[config.mk]
export PLATFORM = sky130hd
export DESIGN_NAME = spi_word_rx
export DESIGN_NICKNAME = d
export VERILOG_FILES = /design/src/rtl/spi_word_rx.sv
export SDC_FILE = /design/constraint.sdc
export NUM_CORES = 1
export LEC_CHECK = 0
export ABC_CLOCK_PERIOD_IN_PS = 1810
export CAP_MARGIN = 25
export CORE_ASPECT_RATIO = 1.5
export CORE_UTILIZATION = 48
export DETAILED_ROUTE_END_ITERATION = 8
export GPL_ROUTABILITY_DRIVEN = 0
export PLACE_DENSITY_LB_ADDON = 0.15
export RECOVER_POWER = 25
export SETUP_SLACK_MARGIN = 0.4
export SLEW_MARGIN = 15
export SYNTH_ARGS = -nofsm -noshare
export SYNTH_HDL_FRONTEND = slang
export SYNTH_SLANG_ARGS = --single-unit
[constraint.sdc]
create_clock -name clk -period 1.81 [get_ports clk]
set_clock_uncertainty 0.1 [all_clocks]
set_input_delay 0.2715 -clock clk [delete_from_list [all_inputs] [get_ports clk]]
set_output_delay 0.2715 -clock clk [all_outputs]
set_load 0.01 [all_outputs]
[src/rtl/spi_word_rx.sv]
// ============================================================================
// Module   : spi_word_rx
// Brief    : 3-wire serial receiver. Synchronises cs/sclk/sdo, deserialises
//            MSB-first frames and strobes good words or frame errors.
// Revision : 1.0
// ============================================================================
`default_nettype none

module spi_word_rx #(
  parameter int WIDTH       = 16,
  parameter int SYNC_STAGES = 2,
  parameter int CNT_W       = 8
) (
  input  logic             clk,
  input  logic             rst,
  input  logic             cs,
  input  logic             sclk,
  input  logic             sdo,
  output logic [WIDTH-1:0] data,
  output logic             valid,
  output logic             frame_err,
  output logic             busy,
  output logic [CNT_W-1:0] frame_count
);

  localparam int BCW = $clog2(WIDTH + 2);
  localparam logic [BCW-1:0] BIT_FULL = BCW'(WIDTH);
  localparam logic [BCW-1:0] BIT_OVR  = BCW'(WIDTH + 1);

  typedef enum logic [0:0] {
    IDLE = 1'b0,
    RECV = 1'b1
  } state_t;

  state_t state, state_next;

  logic [SYNC_STAGES-1:0] cs_sync, sclk_sync, sdo_sync;
  logic cs_s, sclk_s, sdo_s;
  logic cs_p, sclk_p, sdo_p;
  logic cs_fall_r, cs_rise_r, sclk_rise_r;

  logic [BCW-1:0]   bit_cnt;
  logic [WIDTH-1:0] shift;

  logic clr, shift_en, load, err;

  assign cs_s   = cs_sync[SYNC_STAGES-1];
  assign sclk_s = sclk_sync[SYNC_STAGES-1];
  assign sdo_s  = sdo_sync[SYNC_STAGES-1];

  // Idle-line presets keep reset release from looking like an edge.
  always_ff @(posedge clk or posedge rst) begin
    if (rst) begin
      cs_sync   <= '1;
      sclk_sync <= '1;
      sdo_sync  <= '0;
      cs_p      <= 1'b1;
      sclk_p    <= 1'b1;
      sdo_p     <= 1'b0;
    end else begin
      cs_sync   <= {cs_sync[SYNC_STAGES-2:0], cs};
      sclk_sync <= {sclk_sync[SYNC_STAGES-2:0], sclk};
      sdo_sync  <= {sdo_sync[SYNC_STAGES-2:0], sdo};
      cs_p      <= cs_s;
      sclk_p    <= sclk_s;
      sdo_p     <= sdo_s;
    end
  end

  // Edges are registered; sdo_p is captured on the same edge as sclk_rise_r,
  // so it is the bit that belongs to that rising edge.
  always_ff @(posedge clk or posedge rst) begin
    if (rst) begin
      cs_fall_r   <= 1'b0;
      cs_rise_r   <= 1'b0;
      sclk_rise_r <= 1'b0;
    end else begin
      cs_fall_r   <= ~cs_s & cs_p;
      cs_rise_r   <= cs_s & ~cs_p;
      sclk_rise_r <= sclk_s & ~sclk_p;
    end
  end

  always_ff @(posedge clk or posedge rst) begin
    if (rst) begin
      state <= IDLE;
    end else begin
      state <= state_next;
    end
  end

  // cs_rise takes priority over a coincident sclk_rise: that bit is dropped.
  always_comb begin
    state_next = state;
    clr        = 1'b0;
    shift_en   = 1'b0;
    load       = 1'b0;
    err        = 1'b0;
    case (state)
      IDLE: begin
        if (cs_fall_r) begin
          state_next = RECV;
          clr        = 1'b1;
        end
      end
      RECV: begin
        if (cs_rise_r) begin
          state_next = IDLE;
          if (bit_cnt == BIT_FULL) begin
            load = 1'b1;
          end else begin
            err = 1'b1;
          end
        end else if (sclk_rise_r) begin
          shift_en = 1'b1;
        end
      end
      default: state_next = IDLE;
    endcase
  end

  always_ff @(posedge clk or posedge rst) begin
    if (rst) begin
      bit_cnt <= '0;
      shift   <= '0;
    end else if (clr) begin
      bit_cnt <= '0;
      shift   <= '0;
    end else if (shift_en) begin
      shift <= {shift[WIDTH-2:0], sdo_p};
      if (bit_cnt != BIT_OVR) begin
        bit_cnt <= bit_cnt + BCW'(1);
      end
    end
  end

  always_ff @(posedge clk or posedge rst) begin
    if (rst) begin
      data        <= '0;
      valid       <= 1'b0;
      frame_err   <= 1'b0;
      frame_count <= '0;
    end else begin
      valid     <= load;
      frame_err <= err;
      if (load) begin
        data        <= shift;
        frame_count <= frame_count + CNT_W'(1);
      end
    end
  end

  assign busy = (state == RECV);

endmodule

`default_nettype wire

==> summary.txt, run 1 <==
CP bufs+invs: 3
DPL Wire Length: 2.83 mm
Predominant post-synthesis flop cell: dfrtp_1
Fin util: 70.5%
Simple-Gate Fraction of Synth Area: 15.0%
Root buffer cell: clkbuf_8
Power Density: 955 nW/µm²
Post-route insts no fill: 323
DP Area: 2820 µm²
Kind of critical path: reg -> reg
Distinct cell type count after synthesis: 38
IO Pins: 32
Num rows: 31
Pins over their slew limit: 0
First-pass GRT wire length: 7.96 mm
CP max FO: 5
Clock latency on the worst-skew pair: 0.34 ns
Routed WL per cell: 15.6 µm
Largest net degree at the start of global routing: 61
RSZ-0062 raised after global routing: yes
Hold Path Class: reg -> reg
Final Instance Area: 3390 µm²
Die H: 88.2 µm
Initial antenna violation count: 0
Leak: 1.64 nW
Vias in the first global route: 1,718
Mux cell area share after synthesis: 9.42%
Final Hold Vio Count: 0
Drt total wl: 5.04 mm
Htree depth: 3
Post-synth EDFFs: 0
Via count: 1,663
Asr flop ratio synth: 100%
Placed insts: 283
CTS tree: built
Adder-Cell Fraction of Synth Area: 2.10%
Yosys reg bits: 60
CP endpoint kind: flop
Main combinational cell family by area after synthesis: simple AND/OR/NAND/NOR gates
Fill count: 381
CP peak stage delay: 0.39 ns
Sum Neg Setup Slack: 0 ns
PnR worst setup slack: 0.107 ns
R2R depth: 7
Die Area: 5250 µm²
Ys Warns: 0
Starting DRT DRC Count: 53
VDD IR max: 0.000866 V
Hold Path Depth: 0
Hold EP: sdo_p
Post-synth top cells: dfrtp_1, nand2_1, a21oi_1
Vias per cell: 5.15
Net count after synthesis: 195
Most frequent cell after synthesis: dfrtp_1
Design Power: 3.24 mW
Clk buf depth: 2
Reg-to-reg startpoint: bit_cnt[1]
Startpoint types: flop
Post-synth top area share: 56.8%
Max-cap viol count: 0
Syn-to-layout area delta: 42.6%
Delay-heaviest family, CP: flip-flops
Synth area leader: dfrtp_1
Fin nets: 261
Starting Density: 49.5%
Slowest-stage cell, CP: dfrtp_1
Total gr overflow: 0
Detail Route Antenna Nets: 0
Post-synthesis sequential area ratio: 63.4%
Worst Setup SP: bit_cnt[1]
Worst path cell trace: inv_2 > ha_4 > nand4bb_4 > nor2_8 > buf_6 > buf_16 > mux2_1
Hold Path Origin: sdo_sync[1]
RR Endpoint: data[3]
Slew @ Worst Pin: 0.789 ns
Fin crit share: 94.1%
Core area: 4810 µm²
CTS Buf Count: 9
Sinks on Clock Net: 60
Dpl ws: 0.0686 ns
Die Span X: 59.5 µm
Total Routing Usage GR: 21.6%
Top cells by area, synth: dfrtp_1, dfstp_2, nand2_1
Drt first pass iters: 4
Post-CTS Hold Fix Bufs: 0
Critical path depth: 7
N_diodes: 0
Fraction of layout cells with a size suffix above 1: 32.7%
Mapped cell area: 2380 µm²
Final hold slack: 0.249 ns
Worst endpoint required time: 1.93 ns
Post-Syn Instances: 186
Compound-gate portion of the synthesized area: 5.05%
Port Buffers: 31
Fmax: 587 MHz
Clock period minus worst slack: 1.70 ns
Post-synthesis xor/xnor area fraction: 2.58%
DRC viols: 0
Status: finished clean
Clk pin slew, worst setup/hold paths: 0.07 ns
R2R Setup Slk: 0.11 ns
Relative slew margins: 47.4%
Syn_area_per_cell: 12.8 µm²
Arr. time, crit path: 1.82 ns
# setup viols final: 0
[registers in the layout, indices dropped and copies added (netlist names), 2 cells and up]
register	flops
data	16
sclk_sync	2
shift	16
frame_count	8
bit_cnt	5
cs_sync	2
sdo_sync	2
[report_power, final]
group,total [mW],internal [mW],switching (mW)
clock,1.38,0.883,0.498
combinational,0.386,0.195,0.191
sequential,1.47,1.41,0.0617
[per-layer routing]
metal	share of wire (%)	vias up	track usage (%)
li1	-	761	-
met5	0	-	0
met2	54	40	36.0
met3	3.5	16	6.14
met4	2.9	0	12.3
met1	40	846	24.4
[cell families (layout without fill, tap and decap cells)]
kind of cell | count (synthesis) | in the layout
AND/OR/NAND/NOR | 64 | 64
AO/OA/AOI/OAI | 22 | 22
adder cells (fa/ha/maj) | 4 | 4
buffers and inverters | 10 | 81
XOR/XNOR | 7 | 7
multiplexers | 19 | 19
flip-flops | 60 | 60
[cell usage in the layout, fill, tap and decap left out, types with 2 or more instances in the layout]
cell / n
buf_16: 2
mux2_1: 2
dlygate4sd3_1: 4
buf_4: 19
buf_6: 7
clkbuf_8: 12
and4bb_2: 2
ha_1: 2
xor2_1: 2
dfstp_2: 5
nor2b_1: 4
nand3_1: 5
dfrtp_1: 54
nor2_1: 2
nand2_1: 36
buf_12: 2
a21oi_1: 17
dlygate4sd2_1: 12
bufinv_16: 2
ha_4: 2
inv_2: 2
clkdlybuf4s15_1: 14
xnor2_1: 4
mux2_4: 16
clkinv_2: 2
and4_1: 2
[layout make-up]
class / count / area (µm²) / area share, %
tap: 66 / 82.6 / 2.44
clock inverter: 4 / 70.1 / 2.07
clock buffer: 12 / 165 / 4.87
sequential: 60 / 1510 / 44.5
timing repair buffer: 62 / 634 / 18.7
multi-input combinational: 116 / 915 / 27.0
inverter: 3 / 15.0 / 0.443
[how the worst max path moves through the flow]
stage               endpoint  slack [ns]
floorplan            data[0]        0.11
global placement    data[11]        0.12
detailed placement  data[14]        0.07
CTS                  data[3]        0.11
global route         data[3]        0.07
finish               data[3]        0.11
[worst register-to-register path, stage by stage (launching register included)]
cell	delay, ns
dfrtp_1	0.39
inv_2	0.09
ha_4	0.14
nand4bb_4	0.15
nor2_8	0.15
buf_6	0.14
buf_16	0.12
mux2_1	0.32
[what timing repair did]
item                       4_1_cts  5_1_grt
setup buffers                   16        4
setup endpoints to repair       53       58
gates resized for setup         48       31
pin swaps                        5        5
cloned                           2        2
(Power assumes the default switching activity.)
==> run 2, diff against run 1 <==
--- a/config.mk
+++ b/config.mk
@@ -13,7 +13,7 @@
 export GPL_ROUTABILITY_DRIVEN = 0
 export PLACE_DENSITY_LB_ADDON = 0.15
 export RECOVER_POWER = 25
-export SETUP_SLACK_MARGIN = 0.4
+export SETUP_SLACK_MARGIN = 0.5
 export SLEW_MARGIN = 15
 export SYNTH_ARGS = -nofsm -noshare
 export SYNTH_HDL_FRONTEND = slang
==> summary.txt, run 2 (synthesis results as in run 1) <==
Clk buf depth: 2 (unchanged)
DPL Wire Length: 2.79 mm (was 2.83 mm)
Port Buffers: 31 (unchanged)
Hold Path Class: reg -> reg (unchanged)
Die Area: 5250 µm² (unchanged)
Startpoint types: flop (unchanged)
Kind of critical path: reg -> reg (unchanged)
Clk pin slew, worst setup/hold paths: 0.06 ns (was 0.07 ns)
Fin nets: 270 (was 261)
Root buffer cell: clkbuf_8 (unchanged)
PnR worst setup slack: 0.177 ns (was 0.107 ns)
Total Routing Usage GR: 22.6% (was 21.6%)
IO Pins: 32 (unchanged)
Arr. time, crit path: 1.74 ns (was 1.82 ns)
Via count: 1,733 (was 1,663)
Starting DRT DRC Count: 39 (was 53)
Pins over their slew limit: 0 (unchanged)
R2R Setup Slk: 0.18 ns (was 0.11 ns)
DP Area: 2820 µm² (about the same)
Clock period minus worst slack: 1.63 ns (was 1.70 ns)
Routed WL per cell: 17.1 µm (was 15.6 µm)
Num rows: 31 (unchanged)
Largest regs: data (16), shift (16), frame_count (8) (unchanged)
Vias per cell: 5.24 (was 5.15)
Fin crit share: 90.2% (was 94.1%)
Fmax: 613 MHz (was 587 MHz)
Final Instance Area: 3490 µm² (was 3390 µm²)
Max-cap viol count: 0 (unchanged)
Syn-to-layout area delta: 46.9% (was 42.6%)
Sinks on Clock Net: 60 (unchanged)
Drt total wl: 5.66 mm (was 5.04 mm)
# setup viols final: 0 (unchanged)
Total gr overflow: 0 (unchanged)
Die Span X: 59.5 µm (unchanged)
Fraction of layout cells with a size suffix above 1: 57.7% (was 32.7%)
Design Power: 3.16 mW (was 3.24 mW)
Worst endpoint required time: 1.92 ns (was 1.93 ns)
Most common cell after layout, fill and taps aside: dfrtp_1 (unchanged)
CTS tree: built (unchanged)
Fill count: 354 (was 381)
VDD IR max: 0.000667 V (was 0.000866 V)
DRC viols: 0 (unchanged)
Clock latency on the worst-skew pair: 0.34 ns (about the same)
Detail Route Antenna Nets: 0 (unchanged)
Starting Density: 49.5% (unchanged)
Final Hold Vio Count: 0 (unchanged)
Htree depth: 3 (unchanged)
Vias in the first global route: 1,729 (was 1,718)
Leak: 1.71 nW (was 1.64 nW)
Die H: 88.2 µm (unchanged)
RSZ-0062 raised after global routing: yes (unchanged)
First-pass GRT wire length: 8.35 mm (was 7.96 mm)
Dpl ws: -0.0149 ns (was 0.0686 ns)
Most frequent cells in the layout: dfrtp_1, buf_4, buf_2, nand2_1, a21oi_2 (was dfrtp_1, nand2_1, buf_4, a21oi_1, mux2_4)
Relative slew margins: 47.7% (was 47.4%)
N_diodes: 0 (unchanged)
Power Density: 905 nW/µm² (was 955 nW/µm²)
Slew @ Worst Pin: 0.784 ns (was 0.789 ns)
Core area: 4810 µm² (unchanged)
Status: finished clean (unchanged)
CTS Buf Count: 9 (unchanged)
Drt first pass iters: 4 (unchanged)
Largest net degree at the start of global routing: 61 (unchanged)
CP max FO: 5 (unchanged)
Initial antenna violation count: 0 (unchanged)
CP endpoint kind: flop (unchanged)
[run 2: path summary, 6_finish.rpt]
path | from | endpoint | depth (start not counted)
worst max-delay path | bit_cnt[0] | bit_cnt[1] | 5
worst max register to register | bit_cnt[0] | bit_cnt[1] | 5
worst min register to register | sdo_sync[1] | sdo_p | 0
max in group asynchronous | rst | frame_count[2] | 3
min in group asynchronous | rst | bit_cnt[3] | 3
worst min-delay path | sdo_sync[1] | sdo_p | 0
[run 2: layout make-up]
type | instances | area, µm² | area share [%]
multi-input cells | 117 | 1100 | 31.6
clock inverters | 4 | 48.8 | 1.40
repair buffers | 70 | 582 | 16.7
clock buffers | 11 | 151 | 4.33
inverters | 3 | 15.0 | 0.430
well taps | 66 | 82.6 | 2.36
flip-flops and latches | 60 | 1510 | 43.3
[run 2: power breakdown]
group	switching, mW	total, mW	internal [mW]
sequential	0.0649	1.48	1.41
clock	0.516	1.22	0.701
combinational	0.224	0.468	0.245
total	0.805	3.16	2.36
[run 2: timing repair]
item                                    4_1_cts  5_1_grt
gates resized for setup                     157       37
buffers inserted                             26        5
endpoints found under the setup margin       74       52
hold buffers                                  0        0
endpoints found under the hold margin         0        0
pin swaps                                    25       22
gates cloned                                  2        1
[run 2: worst max-delay path, stage by stage (launching register included)]
cell	delay, ns
dfrtp_1	0.40
buf_4	0.16
ha_1	0.18
and4bb_2	0.25
nor2_4	0.12
mux2_4	0.31
[run 2: stage by stage]
stage	utilization (%)	std cells	TNS, ns	hold slack [ns]
after global routing	72.6	331	0	0.259
after floorplan	-	186	0	0.176
final	72.6	331	0	0.252
after global placement	58.6	282	0	0.233
after detailed placement	58.6	282	-0.0831	0.236
after CTS	69.4	325	0	0.224
[run 2: routing by layer]
layer  GRT usage [%]  up-vias  routed length [µm]
met5               0        -                   0
met2            36.1       51                3130
met3            5.56       11                 185
li1                -      780                   -
met4            15.2        0                 130
met1            26.7      891                2210
==> run 3, diff against run 2 <==
--- a/config.mk
+++ b/config.mk
@@ -5,7 +5,6 @@
 export SDC_FILE = /design/constraint.sdc
 export NUM_CORES = 1
 export LEC_CHECK = 0
-export ABC_CLOCK_PERIOD_IN_PS = 1810
 export CAP_MARGIN = 25
 export CORE_ASPECT_RATIO = 1.5
 export CORE_UTILIZATION = 48
==> results of run 3 <==
No change in the layout: final DEF, timing and power equal those of run 2.
